### src/rtl/led_seq_pkg.sv
// Shared encodings, seeds and limits for the LED pattern sequencer.
package led_seq_pkg;

  localparam int MIN_TICK_DIV = 8;

  typedef enum logic [1:0] {
    MODE_COUNT   = 2'd0,
    MODE_WALK    = 2'd1,
    MODE_BOUNCE  = 2'd2,
    MODE_JOHNSON = 2'd3
  } mode_e;

  typedef enum logic [1:0] {
    ST_IDLE = 2'd0,
    ST_RUN  = 2'd1,
    ST_HOLD = 2'd2
  } state_e;

  typedef enum logic {
    DIR_LEFT  = 1'b0,
    DIR_RIGHT = 1'b1
  } dir_e;

  // Every seed is either all-zero or a single 1 in bit 0, so only bit 0 is returned.
  function automatic logic seed(input mode_e m);
    return (m == MODE_WALK) || (m == MODE_BOUNCE);
  endfunction

endpackage

### src/rtl/tick_prescaler.sv
// Programmable prescaler: flags a pattern advance once the count reaches (DIV >> speed) - 1.
module tick_prescaler
  import led_seq_pkg::*;
#(
  parameter int TICK_DIV = 8
) (
  input  logic       clk,
  input  logic       reset,
  input  logic       enable,
  input  logic       clear,
  input  logic [1:0] speed,
  output logic       tick_en
);

  localparam int DIV = (TICK_DIV < MIN_TICK_DIV) ? MIN_TICK_DIV : TICK_DIV;
  localparam int CW  = $clog2(DIV);
  localparam logic [CW:0] DIV_V = (CW + 1)'(DIV);

  logic [CW:0]   span;
  logic [CW-1:0] term;
  logic [CW-1:0] cnt_q, cnt_d;

  assign span = DIV_V >> speed;
  assign term = CW'(span - (CW + 1)'(1));

  // >= rather than == so a speed decrease past the current count fires at once
  assign tick_en = enable && (cnt_q >= term);

  always_comb begin
    cnt_d = cnt_q;
    if (clear) begin
      cnt_d = '0;
    end else if (enable) begin
      cnt_d = tick_en ? '0 : cnt_q + CW'(1);
    end
  end

  always_ff @(posedge clk) begin
    if (!reset) begin
      cnt_q <= '0;
    end else begin
      cnt_q <= cnt_d;
    end
  end

endmodule

### src/rtl/led_pattern_seq.sv
// LED pattern sequencer: run/hold/step control FSM driving a four-mode pattern engine.
module led_pattern_seq
  import led_seq_pkg::*;
#(
  parameter int N_LEDS   = 8,
  parameter int TICK_DIV = 8
) (
  input  logic              clk,
  input  logic              reset,
  input  logic              run,
  input  logic              step,
  input  logic [1:0]        mode,
  input  logic [1:0]        speed,
  output logic [N_LEDS-1:0] led,
  output logic              tick,
  output logic [1:0]        state
);

  state_e            state_q, state_d;
  mode_e             mode_q, mode_d, mode_in;
  dir_e              dir_q, dir_d, adv_dir;
  logic [N_LEDS-1:0] led_q, led_d, adv_led, seed_led;
  logic              tick_q, tick_d;
  logic              step_q, step_d;
  logic              step_rise, tick_en, pre_clear, reload, advance, pre_enable;

  assign mode_in    = mode_e'(mode);
  assign seed_led   = {{(N_LEDS-1){1'b0}}, seed(mode_in)};
  assign step_rise  = step & ~step_q;
  assign step_d     = step;
  assign reload     = (state_q != ST_IDLE) && (mode_in != mode_q);
  assign advance    = ((state_q == ST_RUN) && tick_en) || ((state_q == ST_HOLD) && step_rise);
  assign pre_enable = (state_q == ST_RUN);
  assign pre_clear  = reload || ((state_q == ST_IDLE) && run);

  tick_prescaler #(
    .TICK_DIV(TICK_DIV)
  ) u_prescaler (
    .clk    (clk),
    .reset  (reset),
    .enable (pre_enable),
    .clear  (pre_clear),
    .speed  (speed),
    .tick_en(tick_en)
  );

  always_comb begin
    adv_led = led_q;
    adv_dir = dir_q;
    case (mode_q)
      MODE_COUNT: adv_led = led_q + {{(N_LEDS-1){1'b0}}, 1'b1};
      MODE_WALK:  adv_led = {led_q[N_LEDS-2:0], led_q[N_LEDS-1]};
      MODE_BOUNCE: begin
        // Reverse at the end bit; the reversing step already moves one position back.
        if (dir_q == DIR_LEFT) begin
          if (led_q[N_LEDS-1]) begin
            adv_dir = DIR_RIGHT;
            adv_led = led_q >> 1;
          end else begin
            adv_led = led_q << 1;
          end
        end else begin
          if (led_q[0]) begin
            adv_dir = DIR_LEFT;
            adv_led = led_q << 1;
          end else begin
            adv_led = led_q >> 1;
          end
        end
      end
      default: adv_led = {led_q[N_LEDS-2:0], ~led_q[N_LEDS-1]};
    endcase
  end

  always_comb begin
    state_d = state_q;
    led_d   = led_q;
    dir_d   = dir_q;
    mode_d  = mode_q;
    tick_d  = 1'b0;
    case (state_q)
      ST_IDLE: begin
        mode_d = mode_in;
        if (run) begin
          state_d = ST_RUN;
          led_d   = seed_led;
          dir_d   = DIR_LEFT;
        end
      end
      ST_RUN, ST_HOLD: begin
        if (reload) begin
          led_d  = seed_led;
          dir_d  = DIR_LEFT;
          mode_d = mode_in;
        end else if (advance) begin
          led_d  = adv_led;
          dir_d  = adv_dir;
          tick_d = 1'b1;
        end
        if ((state_q == ST_RUN) && !run) begin
          state_d = ST_HOLD;
        end else if ((state_q == ST_HOLD) && run) begin
          state_d = ST_RUN;
        end
      end
      default: state_d = ST_IDLE;
    endcase
  end

  always_ff @(posedge clk) begin
    if (!reset) begin
      state_q <= ST_IDLE;
      led_q   <= '0;
      tick_q  <= 1'b0;
      dir_q   <= DIR_LEFT;
      step_q  <= 1'b0;
      mode_q  <= mode_in;
    end else begin
      state_q <= state_d;
      led_q   <= led_d;
      tick_q  <= tick_d;
      dir_q   <= dir_d;
      step_q  <= step_d;
      mode_q  <= mode_d;
    end
  end

  assign led   = led_q;
  assign tick  = tick_q;
  assign state = state_q;

endmodule

### config.mk
export PLATFORM = sky130hd
export DESIGN_NAME = led_pattern_seq
export DESIGN_NICKNAME = d
export VERILOG_FILES = /design/src/rtl/led_seq_pkg.sv /design/src/rtl/tick_prescaler.sv /design/src/rtl/led_pattern_seq.sv
export SDC_FILE = /design/constraint.sdc
export NUM_CORES = 1
export LEC_CHECK = 0
export CELL_PAD_IN_SITES_DETAIL_PLACEMENT = 1
export CELL_PAD_IN_SITES_GLOBAL_PLACEMENT = 1
export CORE_MARGIN = 2
export CORE_UTILIZATION = 30
export CTS_CLUSTER_DIAMETER = 60
export CTS_CLUSTER_SIZE = 40
export DETAILED_ROUTE_END_ITERATION = 6
export GPL_TIMING_DRIVEN = 1
export PLACE_DENSITY = 0.59
export SLEW_MARGIN = 5
export SYNTH_ARGS = -nofsm -noshare
export SYNTH_HDL_FRONTEND = slang
export SYNTH_SLANG_ARGS = --single-unit
export TNS_END_PERCENT = 5
### constraint.sdc
create_clock -name clk -period 2.7 [get_ports clk]
set_clock_uncertainty 0.1 [all_clocks]
set_input_delay 0.54 -clock clk [delete_from_list [all_inputs] [get_ports clk]]
set_output_delay 0.54 -clock clk [all_outputs]
set_load 0.02 [all_outputs]
==> reports/qor.csv, run 1 <==
metric;value;unit
status;finished, final reports clean;
crit_arrival;2.64;ns
core_area;0.00435;mm^2
cts_max_path_buffers;2;
layout_commonest_cell;clkdlybuf4s50_1;
async_flop_share;0;%
synth_seq_cells;18;
worst_path_largest_cell_delay;0.42;ns
finalCoreUtilization;38.6;%
path_cells;clkdlybuf4s50_1 -> or2_2 -> ha_1 -> nand2_1 -> o21ai_2 -> a21boi_0 -> buf_4 -> a211oi_4 -> buf_12 -> mux2i_1;
grt_usage;17.4;%
clock_latency;0.26;ns
port_buffers;18;
hp-class;reg -> reg;
start_kind;input port;
clk_transition_reported_paths;0.07;ns
area_delta_synth_final;24.4;%
post-dp-hpwl;3200;um
relSlewSlack;62.4;%
antenna_found_initial;0;
cap_violations;0;
die_h;71.1;um
finalSetupViolCount;0;
worst_hold_slack;0.411;ns
io_pins;19;
reg2reg_slack;0.63;ns
worstMarginPinSlew;0.562;ns
cts_tree;yes;
place_ws;-0.259;ns
rsz0062_at_grt;no;
synth_edf_count;2;
clock_sinks;18;
syn_inst;169;
grt_pass1_wl;7070;um
crit_path_top_delay_cell;clkdlybuf4s50_1;
synthFlopType;dfxtp_1;
syn_avg_cell_area;8.00;um^2
firstDrtPassIters;4;
syn_area;0.00135;mm^2
cts_setup_buffers;0;
vias_per_cell;5.56;
critPathKind;in -> reg;
grt_pass1_vias;1429;
whs_path_depth;2;
final_cell_mix;clkdlybuf4s50_1, dfxtp_1, nand2_1;
endpoint_kind;flop;
syn_nets;187;
rr_endpoint;led[2];
postRouteAntennaNets;0;
met1_usage;23.4;%
dieArea;0.00506;mm^2
ctsRootBufferMaster;clkbuf_8;
peakVddDrop;326;uV
globalplace.congestion;0.783;
cp_max_fo;8;
ys.warnings.count;0;
routed_wl;4010;um
h-tree-depth;1;
r2r_start;mode_q[1];
detail_route.wl_per_cell;16.6;um
top_usage_layer;met2;
finalPower;1.14;mW
drc;0;
num_vias;1346;
setup_slack;0.143;ns
grt_overflow;0;
met3_usage;4.13;%
crit_required;2.78;ns
fin_crit_sh;94.7;%
grt_max_degree;15;
drive_gt1_share;9.47;%
min-delay-start;u_prescaler.cnt_q[1];
cts_made_buffers;3;
hold_end;u_prescaler.cnt_q[1];
grt_use_met2;28.3;%
timing.fmax;0.391;GHz
min_period;2.56;ns
ys_types;41;
rows;24;
drv_slew;0;
dr.first_iter.drc_count;29;
power_per_cell_area;677;mW/mm^2
p_leak;0.616;nW
diodes;0;
yosysSeqAreaShare;28.1;%
die_w;71.1;um
start_util;31.0;%
hold_viol;0;
layout.nets;209;
worstRegToRegCells;6;
-- cells by family (layout without fill, tap and decap cells) --
kind of cell               count (synthesis)  after routing  synth area share (%)
AOI/OAI and AO/OA                         52             52                  26.1
muxes                                      6              6                  4.54
adders and majority gates                 10             10                  9.26
xor gates and xnor gates                   6              6                  3.89
and+or+nand+nor                           58             58                  22.2
DFF                                       18             18                  28.1
buffers and inverters                     19             40                  5.83
-- synthesized netlist by cell type, types with 4 or more instances --
cell type / instances / area share (%)
a21oi_1: 12 / 4.4
a31oi_1: 4 / 1.9
ha_1: 10 / 9.3
o2111ai_1: 5 / 3.2
nor3_1: 5 / 1.9
mux2i_1: 5 / 3.7
o21ai_0: 11 / 4.1
dfxtp_1: 16 / 24
nor2_1: 10 / 2.8
clkbuf_1: 8 / 2.2
nand2b_1: 4 / 1.9
nand3_1: 6 / 2.2
inv_1: 10 / 2.8
nand2_1: 14 / 3.9
xnor2_1: 4 / 2.6
-- worst max-delay path: cells and delay by family --
kind                       cells  cell delay, ns
buffers and inverters          3            0.74
AOI/OAI and AO/OA              3            0.48
and+or+nand+nor                2            0.39
adders and majority gates      1            0.31
muxes                          1            0.17
-- flip-flops by register name, indices dropped and copies added, names as in the netlist --
| name | cells |
|---|---|
| tick | 1 |
| u_prescaler.cnt_q | 3 |
| led | 8 |
| mode_q | 2 |
| step_q | 1 |
| state | 2 |
| dir_q | 1 |
-- layout make-up --
class	instances	area, um^2
flip-flops and latches	18	380
well taps	52	65.1
clock buffers	4	45.0
multi-input cells	132	900
inverters	10	37.5
fillers	521	2670
repair buffers	26	253
-- per-layer routing --
| layer | share of wire [%] | up-vias |
|---|---|---|
| li1 | - | 661 |
| met4 | 1.1 | 0 |
| met5 | 0 | - |
| met1 | 47 | 656 |
| met2 | 48 | 21 |
| met3 | 3.8 | 8 |
-- what timing repair did --
item | 4_1_cts | 5_1_grt
resized for setup | 0 | 4
hold buffers | 0 | 0
setup endpoints to repair | 0 | 8
-- per-stage QoR --
stage / TNS [ns] / std cells / cell area, um^2
2_1_floorplan: 0 / 169 / 1350
3_3_place_gp: -1.12 / 238 / 1630
3_5_place_dp: -1.94 / 238 / 1630
4_1_cts: 0 / 242 / 1670
5_1_grt: 0 / 242 / 1680
6_report: 0 / 242 / 1680
-- power breakdown --
part	leakage (nW)	switching, mW	total, mW	internal [mW]
combinational	0.443	0.313	0.566	0.253
sequential	0.150	0.0705	0.375	0.305
clock	0.0228	0.0909	0.196	0.105
total	0.616	0.474	1.14	0.663
-- worst max path at each step --
| stage | start | endpoint | depth (start not counted) |
|---|---|---|---|
| 3_3_place_gp | speed[0] | led[6] | 10 |
| 4_1_cts | speed[0] | led[4] | 10 |
| 6_report | speed[0] | led[2] | 10 |
| 3_5_place_dp | speed[0] | led[4] | 10 |
| 2_1_floorplan | speed[0] | led[6] | 7 |
| 5_1_grt | speed[0] | led[3] | 10 |
Note: power is estimated with default switching activity, not from simulation.
==> inputs of run 2 (changes only) <==
==> constraint.sdc (replaced) <==
create_clock -name clk -period 3.25 [get_ports clk]
set_clock_uncertainty 0.1 [all_clocks]
set_input_delay 0.65 -clock clk [delete_from_list [all_inputs] [get_ports clk]]
set_output_delay 0.65 -clock clk [all_outputs]
set_load 0.02 [all_outputs]
==> run 2 against run 1 <==
Against the previous run: core utilization down 1.1 points; clock power down 4%; final area down 2.8%; critical path depth down 2; routed wire length down 2.8%; largest cell class unchanged; highest routed layer unchanged.
==> reports/qor.csv, run 2 (synthesized netlist as in run 1, its figures left out) <==
metric;value;unit;change
p_switching;0.388;mW;was 0.474 mW
clock_sinks;18;;unchanged
power_per_cell_area;563;mW/mm^2;was 677 mW/mm^2
p_sw_share;42.2;%;was 41.7%
peakVddDrop;320;uV;was 326 uV
vias_per_cell;5.61;;was 5.56
rows;24;;unchanged
postRouteAntennaNets;0;;unchanged
cts_made_buffers;3;;unchanged
final_cells;237;;was 242
cts_tree;yes;;unchanged
status;finished, final reports clean;;unchanged
rsz0062_at_grt;no;;unchanged
final_cell_mix;clkdlybuf4s50_1, dfxtp_1, nand2_1;;unchanged
fin_area;0.00163;mm^2;was 0.00168 mm^2
cap_violations;0;;unchanged
globalplace.congestion;0.793;;was 0.783
rr_endpoint;led[2];;unchanged
p_leak;0.591;nW;was 0.616 nW
hold_end;u_prescaler.cnt_q[1];;unchanged
grt_pass1_vias;1306;;was 1429
die_h;71.1;um;unchanged
die_w;71.1;um;unchanged
layout.nets;204;;was 209
timing.fmax;0.346;GHz;
placed_area;0.00158;mm^2;was 0.00163 mm^2
crit_required;3.34;ns;was 2.78 ns
fin_crit_sh;89.0;%;
min_period;2.89;ns;
setup_tns;0;ns;unchanged
routed_wl;3900;um;was 4010 um
p_clk_share;20.5;%;was 17.2%
relSlewSlack;64.5;%;was 62.4%
clock_latency;0.26;ns;about the same
antenna_found_initial;0;;unchanged
cts_setup_buffers;0;;unchanged
p_comb_share;45.3;%;was 49.8%
critPathKind;in -> reg;;unchanged
layout_commonest_cell;clkdlybuf4s50_1;;unchanged
grt_pass1_wl;6590;um;was 7070 um
start_kind;input port;;unchanged
dieArea;0.00506;mm^2;unchanged
worstMarginPinSlew;0.530;ns;was 0.562 ns
start_util;31.0;%;unchanged
placed_cells;233;;was 238
hp-class;reg -> reg;;unchanged
endpoint_kind;flop;;unchanged
ctsRootBufferMaster;clkbuf_8;;unchanged
drc;0;;unchanged
firstDrtPassIters;4;;unchanged
crit_arrival;2.98;ns;was 2.64 ns
num_vias;1329;;was 1346
grt_max_degree;15;;unchanged
hold_buffers;0;;unchanged
area_delta_synth_final;20.8;%;was 24.4%
hold_viol;0;;unchanged
cts_max_path_buffers;2;;unchanged
post-dp-hpwl;3010;um;was 3200 um
drv_slew;0;;unchanged
r2r_start;mode_q[0];;was mode_q[1]
io_pins;19;;unchanged
whs_path_depth;2;;unchanged
h-tree-depth;1;;unchanged
power_frac_seq;34.2;%;was 33.0%
detail_route.wl_per_cell;16.4;um;was 16.6 um
largest_reg_flops;8;;unchanged
finalSetupViolCount;0;;unchanged
port_buffers;18;;unchanged
p_int;0.530;mW;was 0.663 mW
drive_gt1_share;6.49;%;was 9.47%
cts_resized;0;;unchanged
dr.first_iter.drc_count;60;;was 29
clk_transition_reported_paths;0.07;ns;about the same
grt_overflow;0;;unchanged
diodes;0;;unchanged
reg2reg_slack;0.94;ns;was 0.63 ns
finalCoreUtilization;37.5;%;was 38.6%
min-delay-start;u_prescaler.cnt_q[1];;unchanged
cp_max_fo;8;;unchanged
grt_usage;16.4;%;was 17.4%
core_area;0.00435;mm^2;unchanged
worstRegToRegCells;5;;was 6
==> run 2: per-layer routing <==
metal  global-route usage, %  wire, um  up-vias
met1                    22.3      1920      647
li1                        -         -      655
met2                    27.2      1810       23
met5                       0         0        -
met4                    4.40        52        0
met3                    2.14       113        4
==> run 2: cell type report <==
class / instances / area (um^2)
clock buffer: 4 / 55.1
fill: 517 / 2720
inverter: 10 / 37.5
multi-input combinational: 132 / 892
sequential: 18 / 380
tap: 52 / 65.1
timing repair buffer: 21 / 203
==> run 2: per-stage QoR <==
step	total power, mW	setup slack [ns]	hold WS, ns
floorplan	0.610	0.664	0.361
global placement	0.727	0.143	0.389
detailed placement	0.739	0.0814	0.415
CTS	0.930	0.331	0.427
global route	0.986	0.195	0.458
finish	0.919	0.359	0.415
==> run 2: worst max path at each step <==
stage / startpoint / end / slack [ns] / cells past startpoint
3_3_place_gp: speed[1] / led[6] / 0.14 / 8
4_1_cts: speed[1] / led[2] / 0.33 / 8
5_1_grt: speed[1] / led[4] / 0.20 / 8
6_report: speed[1] / led[2] / 0.36 / 8
2_1_floorplan: speed[0] / led[6] / 0.66 / 7
3_5_place_dp: speed[1] / led[2] / 0.08 / 8
==> run 2: power groups by stage <==
stage | clock [mW] | sequential, mW | combinational, mW
2_1_floorplan | 0 | 0.298 | 0.312
3_3_place_gp | 0 | 0.317 | 0.410
3_5_place_dp | 0 | 0.319 | 0.420
4_1_cts | 0.193 | 0.315 | 0.422
5_1_grt | 0.204 | 0.323 | 0.459
6_report | 0.188 | 0.314 | 0.416
==> run 2: critical path, stage by stage <==
cell	delay (ns)
clkdlybuf4s50_1	0.44
or2_2	0.29
ha_1	0.29
nand2_1	0.06
o21ai_0	0.21
a21boi_0	0.22
a211oi_4	0.56
mux2i_1	0.24
